==> config.mk <==
export PLATFORM = sky130hd
export DESIGN_NAME = bit_serializer
export DESIGN_NICKNAME = d
export VERILOG_FILES = /design/src/rtl/bit_serializer.sv
export SDC_FILE = /design/constraint.sdc
export NUM_CORES = 1
export LEC_CHECK = 0
export CORE_UTILIZATION = 42
export CTS_CLUSTER_DIAMETER = 50
export CTS_CLUSTER_SIZE = 14
export DETAILED_ROUTE_END_ITERATION = 16
export PLACE_DENSITY_LB_ADDON = 0.08
export SLEW_MARGIN = 15
export SYNTH_ARGS = -nofsm -noshare
export SYNTH_HDL_FRONTEND = slang
export SYNTH_SLANG_ARGS = --single-unit
==> constraint.sdc <==
create_clock -name clk -period 1.4 [get_ports clk]
set_input_delay 0.14 -clock clk [delete_from_list [all_inputs] [get_ports clk]]
set_output_delay 0.14 -clock clk [all_outputs]
set_load 0.02 [all_outputs]
==> src/rtl/bit_serializer.sv <==
// bit_serializer: parallel-to-serial front end for the sequence-detector FSMs.
// A WIDTH-bit word is taken over a valid/ready handshake and shifted out one
// bit per clock on 'data'. In the last-bit cycle a new word can be accepted,
// so consecutive words stream with no idle gap.

module bit_serializer #(
  parameter int WIDTH      = 8,
  parameter bit MSB_FIRST  = 1'b1,
  parameter bit IDLE_LEVEL = 1'b0
) (
  input  logic             clk,
  input  logic             rst,
  input  logic [WIDTH-1:0] load_data,
  input  logic             load_valid,
  output logic             load_ready,
  output logic             data,
  output logic             data_valid,
  output logic             busy,
  output logic             done
);

  localparam int CW = $clog2(WIDTH);
  localparam logic [CW-1:0] LAST_IDX = CW'(WIDTH - 1);

  typedef enum logic {
    IDLE,
    SHIFT
  } state_t;

  state_t           state_q, state_d;
  logic [WIDTH-1:0] shift_q, shift_d;
  logic [CW-1:0]    cnt_q, cnt_d;
  logic             data_q, data_d;
  logic             valid_q, valid_d;
  logic             busy_q, busy_d;
  logic             done_q, done_d;
  logic [WIDTH-1:0] shifted;
  logic             accept;

  // Ready depends only on state and counter, so it never waits on load_valid.
  always_comb begin
    load_ready = (state_q == IDLE) || ((state_q == SHIFT) && (cnt_q == LAST_IDX));
    accept     = load_valid && load_ready;
  end

  // Next-state and next-output logic; the shift register always holds the
  // word aligned so the bit currently on 'data' sits at the outgoing end.
  always_comb begin
    state_d = state_q;
    shift_d = shift_q;
    cnt_d   = cnt_q;
    data_d  = IDLE_LEVEL;
    valid_d = 1'b0;
    done_d  = 1'b0;
    shifted = MSB_FIRST ? (shift_q << 1) : (shift_q >> 1);

    if (accept) begin
      state_d = SHIFT;
      shift_d = load_data;
      cnt_d   = '0;
      data_d  = MSB_FIRST ? load_data[WIDTH-1] : load_data[0];
      valid_d = 1'b1;
    end else if (state_q == SHIFT) begin
      if (cnt_q == LAST_IDX) begin
        state_d = IDLE;
        shift_d = '0;
        cnt_d   = '0;
      end else begin
        shift_d = shifted;
        cnt_d   = cnt_q + CW'(1);
        data_d  = MSB_FIRST ? shifted[WIDTH-1] : shifted[0];
        valid_d = 1'b1;
        done_d  = ((cnt_q + CW'(1)) == LAST_IDX);
      end
    end

    busy_d = valid_d;
  end

  // State and registered outputs; reset discards any word in flight.
  always_ff @(posedge clk or posedge rst) begin
    if (rst) begin
      state_q <= IDLE;
      shift_q <= '0;
      cnt_q   <= '0;
      data_q  <= IDLE_LEVEL;
      valid_q <= 1'b0;
      busy_q  <= 1'b0;
      done_q  <= 1'b0;
    end else begin
      state_q <= state_d;
      shift_q <= shift_d;
      cnt_q   <= cnt_d;
      data_q  <= data_d;
      valid_q <= valid_d;
      busy_q  <= busy_d;
      done_q  <= done_d;
    end
  end

  assign data       = data_q;
  assign data_valid = valid_q;
  assign busy       = busy_q;
  assign done       = done_q;

endmodule

==> flow_summary.yaml, run 1 <==
clock_tree:
  worstSkewPairLatency_ns: 0.27
  clock-sinks: 13
  clock-root-buffer: "clkbuf_4"
  hold_buffers: 0
  clk_pin_slew_worst_paths_ns: 0.07
  cts_buffers: 3
  cts_tree: "yes"
  cts.htree.levels: 1
  cts_buffer_depth: 2
synthesis:
  synth_mux_area_share_pct: 11.5
  ys_top_cells_by_area: "dfrtp_1, mux2i_1, o221ai_1, ha_1, inv_1"
  syn_area_per_cell_um2: 10.9
  synth_fa_ha_area_share_pct: 5.38
  synth_simple_gate_area_share_pct: 12.2
  synthDistinctLibCells: 19
  synthXorXnorAreaFrac_pct: 0
  synth_top_family_by_area: "buffers and inverters"
  syn_area_um2: 698
  synth_edf_count: 0
  yosysMostFrequentCell: "dfrtp_1"
  synth_commonest_cells: "dfrtp_1, inv_1, mux2i_1"
  yosys_register_bits: 13
  synth_largest_area_cell: "dfrtp_1"
  synthArstFlopShare_pct: 100
  synthCells: 64
  synth-compound-area-share_pct: 11.6
  yosysWarnings: 0
  syn_nets: 78
  yosysSeqAreaShare_pct: 46.6
  synth_ff_type: "dfrtp_1"
  yosys.area.top_type_share_pct: 46.6
timing:
  relSlewSlack_pct: 67.4
  holdWs_ns: 0.183
  setup_viol: 1
  drv_slew: 0
  fin_setup_tns_ns: -0.0202
  fin_crit_ns: 1.42
  rsz0062_at_grt: "true"
  period_share_pct: 101
  max_freq_ghz: 0.704
  max_slew.worst_pin.slew_ns: 0.489
  finalClockSkew_ns: 0.00387
  hold_viol_final: 0
  layout_setup_ws_ns: -0.0202
grt:
  overflow: 0
  grt_use_total_pct: 16.7
  grt_max_degree: 21
  grt_antenna_before_repair: 0
  grt_pass1_wl_um: 2210
  grt_pass1_vias: 515
die:
  rows: 14
  die_h_um: 42.8
  start_util_pct: 45.8
  io_pins: 16
  die_area_mm2: 0.00183
  die_w_um: 42.8
  core-area_mm2: 0.00152
layout:
  drive_gt1_share_pct: 19.3
  layout.nets: 98
  final_util_pct: 61.2
  instances_no_fill: 99
  synthToLayoutAreaGrowth_pct: 33.7
  final_area_um2: 933
  fill_cells: 128
  n_antenna_cell: 0
setup_path:
  crit_arrival_ns: 1.28
  critPathKind: "reg -> out"
  endpoint_kind: "primary output"
  critPathLaunch: "cnt_q[1]"
  cp.required_ns: 1.26
  r2r-start: "cnt_q[1]"
  crit_fanout: 2
  cp-start-kind: "flop"
placed_design:
  io_buffers: 15
  dpl-instance-area_um2: 877
  gp_congestion: 0.628
  dp_slack_ns: -0.140
  place_hpwl_um: 870
  place_inst: 95
drt:
  totalWireLength_um: 1260
  ant_nets: 0
  vias_per_cell: 5.46
  dr.pass1.iters: 4
  drc: 0
  drt_iter0_markers: 6
  routed-via-count: 541
  avgRoutedWirePerCell_um: 12.7
pwr:
  powerDensity_mw_per_mm2: 1710
  total_power_mw: 1.59
  peakVddDrop_uv: 969
  leakage_nw: 0.413
outcome:
  violations: "setup timing"
  status: "finished, violations left"
hold_path:
  min_path_type: "in -> async"
flow_run:
  maxCapViolCount: 0
where the power goes:
| part | switching, mW | leakage [nW] | internal (mW) |
|---|---|---|---|
| combinational | 0.364 | 0.232 | 0.406 |
| clock | 0.111 | 0.0150 | 0.110 |
| sequential | 0.0839 | 0.166 | 0.519 |
| total | 0.559 | 0.413 | 1.03 |
layout make-up:
| cell class | count | area [µm²] | share of cell area [%] |
|---|---|---|---|
| timing repair buffer | 21 | 206 | 22.1 |
| inverter | 10 | 37.5 | 4.02 |
| clock buffer | 4 | 26.3 | 2.82 |
| multi-input combinational | 35 | 318 | 34.0 |
| sequential | 13 | 325 | 34.9 |
| tap | 16 | 20.0 | 2.14 |
metal layers:
metal	global-route usage, %	up-vias	routed length, µm
met5	0	-	0
met4	5.63	0	10
met3	7.23	2	76
met2	27.3	15	636
met1	19.4	259	534
li1	-	265	-
repair_timing:
action                     in CTS  in global routing
setup endpoints to repair       3                  6
gates resized for setup         6                  7
buffers inserted                0                  0
pin swaps                       0                  1
cell usage in the layout (no fill, tap or decap), drive strengths merged, types with 3 or more instances in the layout:
master | Yosys | final
buf | 6 | 7
mux2i | 8 | 8
o221ai | 6 | 6
dfrtp | 13 | 13
clkbuf | 0 | 4
inv | 10 | 10
ha | 3 | 3
nand3 | 7 | 7
clkdlybuf4s50 | 0 | 12
registers in the layout (all words and copies together) (netlist names):
| name | flops |
|---|---|
| cnt_q | 3 |
| shift_q | 7 |
| done | 1 |
| data | 1 |
| busy | 1 |
critical path, cell delays in order, from the launching register on:
cell and delay, ns:
dfrtp_1 0.39, ha_2 0.20, ha_4 0.15, nand2b_4 0.13, buf_6 0.13
cell families (layout without fill, tap and decap cells):
family / count (synthesis) / after routing
buffers and inverters: 16 / 35
and+or+nand+nor: 14 / 14
DFF: 13 / 13
AOI/OAI and AO/OA: 10 / 10
muxes: 8 / 8
adders and majority gates: 3 / 3
final timing paths:
check / end / slack, ns / cells after the start
hold reg to reg: data / 0.52 / 2
min in group clk: data / 0.42 / 3
hold / removal: shift_q[6] / 0.18 / 2
max in group asynchronous: shift_q[0] / 0.89 / 2
setup / recovery: load_ready / -0.02 / 4
setup reg to reg: shift_q[3] / 0.07 / 5
Note: power is estimated with default switching activity, not from simulation.
==> inputs of run 2 (changes only) <==
ABC_AREA = 1   (was not set)
RECOVER_POWER = 25   (was not set)
==> run 2 against run 1 <==
Clock skew fell by 0.0019 ns. Global-route usage rose by 3.0 points. Clock power rose by 13%. Combinational power rose by 37%. Cell area rose by 7.9%. Die area fell by 5.8%. The flow still finishes with violations (setup timing). Routed wire length rose by 20%. First-iteration DRC count rose by 130%. Sequential cell count did not move. Core utilization rose by 12 points. Cell count rose by 22%. Via count rose by 17%.
==> flow_summary.yaml, run 2 <==
drt:
  dr.pass1.iters: 4
  routed-via-count: 631
  drt_iter0_markers: 14
  totalWireLength_um: 1510
  ant_nets: 0
  vias_per_cell: 5.21
  drc: 0
  avgRoutedWirePerCell_um: 12.5
die:
  core-area_mm2: 0.00138
  die_w_um: 41.5
  io_pins: 16
  start_util_pct: 47.4
  die_area_mm2: 0.00172
  rows: 13
  die_h_um: 41.5
synthesis:
  synthCells: 82
  yosysMostFrequentCell: "nand2_1"
  synthArstFlopShare_pct: 100
  yosysSeqAreaShare_pct: 49.6
  yosysWarnings: 0
  syn_area_um2: 656
  synth_commonest_cells: "nand2_1, nand3_1, dfrtp_1"
  yosys.area.top_type_share_pct: 49.6
  syn_nets: 96
  yosys_register_bits: 13
  synth_largest_area_cell: "dfrtp_1"
  ys_top_cells_by_area: "dfrtp_1, nand2_1, nand3_1, ha_1, inv_1"
  syn_area_per_cell_um2: 8.00
  synthDistinctLibCells: 13
  synth_edf_count: 0
  synth_ff_type: "dfrtp_1"
outcome:
  violations: "setup timing"
  status: "finished, violations left"
pwr:
  p_clk_share_pct: 12.9
  power.internal_mw: 1.15
  sequentialPowerShare_pct: 33.3
  leakage_nw: 0.505
  switching_share_pct: 41.0
  pwr-share-comb_pct: 53.8
  peakVddDrop_uv: 1250
  netSwitchingPower_uw: 797
  total_power_mw: 1.94
  powerDensity_mw_per_mm2: 1930
grt:
  grt_max_degree: 14
  overflow: 0
  grt_use_total_pct: 19.7
  grt_pass1_vias: 576
  grt_antenna_before_repair: 0
  grt_pass1_wl_um: 2560
timing:
  fin_setup_tns_ns: -0.0329
  rsz0062_at_grt: "true"
  max_freq_ghz: 0.698
  period_share_pct: 102
  layout_setup_ws_ns: -0.0329
  finalClockSkew_ns: 0.00202
  relSlewSlack_pct: 66.8
  drv_slew: 0
  hold_viol_final: 0
  max_slew.worst_pin.slew_ns: 0.498
  setup_viol: 1
  fin_crit_ns: 1.43
clock_tree:
  cts_buffers: 3
  clock-root-buffer: "clkbuf_4"
  cts_buffer_depth: 2
  clk_pin_slew_worst_paths_ns: 0.09
  hold_buffers: 0
  worstSkewPairLatency_ns: 0.29
  cts_tree: "yes"
  cts.htree.levels: 1
  clock-sinks: 13
setup_path:
  critical-path-max-stage-delay_ns: 0.40
  endpoint_kind: "primary output"
  crit_fanout: 3
  crit_arrival_ns: 1.29
  critPathKind: "reg -> out"
  cp_top_family: "flip-flops"
  cp-start-kind: "flop"
  cp.required_ns: 1.26
  slowest_stage: "dfrtp_1"
  path_cells: "ha_2 > ha_4 > inv_4 > nand2_4 > buf_6"
  path_buf_inv: 2
layout:
  layout.nets: 121
  layout_commonest_cell: "nand2_1"
  final_cell_mix: "nand2_1, dfrtp_1, clkdlybuf4s50_1"
  drive_gt1_share_pct: 33.0
  n_antenna_cell: 0
  final_util_pct: 72.9
  multi_input_area_um2: 372
  fill_cells: 97
  synthToLayoutAreaGrowth_pct: 53.6
  regArea_um2: 325
  regMostFlops: "shift_q"
  largest_reg_flops: 7
  reg.largest.list: "shift_q (7), cnt_q (3)"
placed_design:
  io_buffers: 15
  dp_slack_ns: -0.155
  place_hpwl_um: 1040
  gp_congestion: 0.820
hold_path:
  min_path_type: "in -> async"
flow_run:
  maxCapViolCount: 0
-- run 2: cell types whose count changed after synthesis, moves of 2 or more --
cell / change
nand3_1: +10
buf_6: -2
mux2i_1: -8
nand2_1: +29
inv_1: -2
o221ai_1: -6
-- run 2: layer usage --
metal | GRT usage (%) | up-vias | wire, µm
li1 | - | 302 | -
met2 | 31.6 | 22 | 694
met5 | 0 | - | 0
met4 | 9.68 | 0 | 37
met1 | 25.0 | 302 | 705
met3 | 4.35 | 5 | 73
-- run 2: logic make-up (layout without fill, tap and decap cells) --
family,after synthesis,count (layout),synth area share (%)
AO/OA/AOI/OAI,2,2,1.53
buffers and inverters,13,37,9.92
adder cells (fa/ha/maj),3,3,5.73
AND/OR/NAND/NOR,51,51,33.2
flip-flops,13,13,49.6
-- run 2: final cells by class --
| class | instances | area share [%] |
|---|---|---|
| repair buffers | 24 | 22.6 |
| well taps | 15 | 1.86 |
| clock buffers | 3 | 2.24 |
| multi-input cells | 56 | 36.9 |
| clock inverters | 1 | 0.497 |
| flip-flops and latches | 13 | 32.3 |
| inverters | 9 | 3.60 |
-- run 2: final timing paths --
| path | start | endpoint | slack [ns] | cells after the start |
|---|---|---|---|---|
| worst max-delay path | cnt_q[1] | load_ready | -0.03 | 5 |
| worst max register to register | cnt_q[1] | shift_q[6] | 0.02 | 9 |
| min in group clk | load_data[0] | shift_q[0] | 0.40 | 3 |
| max in group asynchronous | rst | shift_q[4] | 0.76 | 2 |
| worst min register to register | shift_q[4] | shift_q[4] | 0.48 | 2 |
| worst min-delay path | rst | done | 0.30 | 2 |
-- run 2: worst register-to-register path: stages, from the launching register on --
cell     delay (ns)
dfrtp_1        0.40
ha_2           0.20
ha_4           0.16
inv_4          0.06
nand2_4        0.05
buf_6          0.14
nand2_8        0.09
nand2_2        0.07
nand3_2        0.07
nand2_1        0.05
-- run 2: repair_timing --
action	CTS	global route
setup endpoints to repair	12	9
resized for setup	12	24
pin swaps	0	8
buffers inserted	1	0
-- run 2: stage by stage --
stage               hold slack, ns  cells  instance area (µm²)
finish                       0.304    121                 1010
global route                 0.374    121                 1010
CTS                          0.193    121                  900
detailed placement           0.467    116                  853
global placement             0.467    116                  853
floorplan                   0.0170     82                  656
-- run 2: power by group through the flow --
stage          Clock, mW  Sequential, mW  Combinational (mW)
2_1_floorplan          0           0.668               0.466
3_3_place_gp           0           0.640               0.802
3_5_place_dp           0           0.645               0.820
4_1_cts            0.245           0.639               0.840
5_1_grt            0.269           0.665                1.14
6_report           0.250           0.647                1.05
==> inputs of run 3 (changes only) <==
CORE_MARGIN = 4   (was not set)
==> run 3 against run 2 <==
The run still ends with setup timing left. Critical path depth unchanged. Sequential power rose by 1%. Cell count is 2.5% higher. First-iteration DRC count did not move. Sequential share of layout area fell by 0.71 points. Combinational power rose by 8%. Maximum frequency is 0.21% higher. Clock skew grew 0.0093 ns. Sequential cell count unchanged. Non-clock buffer count rose by 3. Count of clock-buffer cells in the layout grew 1. Critical path type unchanged. Largest cell class unchanged.
==> flow_summary.yaml, run 3 (synthesized netlist as in run 2, its figures left out) <==
outcome:
  status: "finished, violations left"
  violations: "setup timing"
grt:
  grt_max_degree: 14
  overflow: 0
  grt_pass1_vias: 591
  grt_pass1_wl_um: 2570
  grt_antenna_before_repair: 0
  grt_use_total_pct: 17.4
layout:
  layout.nets: 124
  multi_input_area_um2: 374
  fill_cells: 116
  final_area_mm2: 0.00103
  reg.largest.list: "shift_q (7), cnt_q (3)"
  regMostFlops: "shift_q"
  layout_commonest_cell: "nand2_1"
  final_util_pct: 74.5
  final_cell_mix: "nand2_1, dfrtp_1, nand3_2, clkdlybuf4s50_1, buf_4"
  drive_gt1_share_pct: 35.8
  regArea_um2: 325
  instances_no_fill: 124
  largest_reg_flops: 7
  n_antenna_cell: 0
  synthToLayoutAreaGrowth_pct: 57.1
drt:
  drt_iter0_markers: 14
  totalWireLength_um: 1740
  vias_per_cell: 5.12
  dr.pass1.iters: 4
  routed-via-count: 635
  drc: 0
  ant_nets: 0
  avgRoutedWirePerCell_um: 14.0
setup_path:
  cp.required_ns: 1.26
  cp-start-kind: "flop"
  crit_fanout: 3
  endpoint_kind: "primary output"
  crit_arrival_ns: 1.29
  critPathKind: "reg -> out"
die:
  core-area_mm2: 0.00138
  io_pins: 16
  rows: 13
  die_area_mm2: 0.00226
  start_util_pct: 47.4
  die_h_um: 47.5
  die_w_um: 47.5
timing:
  drv_slew: 0
  layout_setup_ws_ns: -0.0299
  hold_viol_final: 0
  holdWs_ns: 0.329
  max_freq_ghz: 0.699
  finalClockSkew_ns: 0.0113
  max_slew.worst_pin.slew_ns: 0.526
  fin_crit_ns: 1.43
  setup_viol: 1
  relSlewSlack_pct: 64.9
  rsz0062_at_grt: "true"
  period_share_pct: 102
clock_tree:
  cts.htree.levels: 1
  cts_tree: "yes"
  clk_pin_slew_worst_paths_ns: 0.09
  clock-sinks: 13
  cts_buffers: 3
  worstSkewPairLatency_ns: 0.28
  clock-root-buffer: "clkbuf_4"
  cts_buffer_depth: 2
pwr:
  leakage_nw: 0.531
  peakVddDrop_uv: 1150
  total_power_mw: 2.02
  powerDensity_mw_per_mm2: 1960
placed_design:
  place_hpwl_um: 1070
  place_inst: 117
  io_buffers: 15
  gp_congestion: 0.759
  dpl-instance-area_um2: 861
flow_run:
  maxCapViolCount: 0
hold_path:
  min_path_type: "in -> async"
-- run 3: final timing paths --
kind | to | cells after the start | slack, ns | start
max in group asynchronous | cnt_q[0] | 2 | 0.71 | rst
worst min register to register | shift_q[2] | 2 | 0.49 | shift_q[2]
worst max-delay path | load_ready | 5 | -0.03 | cnt_q[1]
worst max register to register | shift_q[6] | 9 | 0.02 | cnt_q[1]
worst min-delay path | shift_q[6] | 2 | 0.33 | rst
min in group clk | shift_q[0] | 3 | 0.41 | load_data[0]
-- run 3: layout make-up --
| type | instances | area share (%) |
|---|---|---|
| multi-input cells | 56 | 36.3 |
| flip-flops and latches | 13 | 31.6 |
| repair buffers | 27 | 24.2 |
| inverters | 9 | 3.52 |
| clock buffers | 4 | 2.55 |
| well taps | 15 | 1.82 |
-- run 3: layer usage --
metal / vias up / GRT usage (%) / share of wire, %
li1: 310 / - / -
met1: 291 / 19.8 / 37
met2: 30 / 30.2 / 52
met3: 4 / 3.38 / 8.2
met4: 0 / 9.94 / 2.6
met5: - / 0 / 0
-- run 3: power by group --
part	total [mW]	internal, mW	switching (mW)
Clock	0.241	0.110	0.130
Sequential	0.655	0.538	0.117
Combinational	1.13	0.557	0.568
Total	2.02	1.21	0.816
-- run 3: metrics by stage --
step                      worst slack [ns]  setup TNS (ns)
after CTS                          -0.0138         -0.0138
after global placement              -0.122          -0.515
after floorplan                     0.0146               0
final                              -0.0299         -0.0299
after detailed placement            -0.157          -0.748
after global routing               -0.0822          -0.219
-- run 3: repair_timing --
action / 4_1_cts / 5_1_grt
setup endpoints to repair: 12 / 9
hold buffers: 0 / 0
buffers inserted: 1 / 2
resized for setup: 14 / 23
pin swaps: 1 / 8
hold endpoints to repair: 0 / 0
-- run 3: worst max-delay path: stages (launching register included) --
cell and delay, ns:
dfrtp_1 0.40, ha_2 0.20, ha_4 0.17, inv_4 0.06, nand2_4 0.05, buf_6 0.14
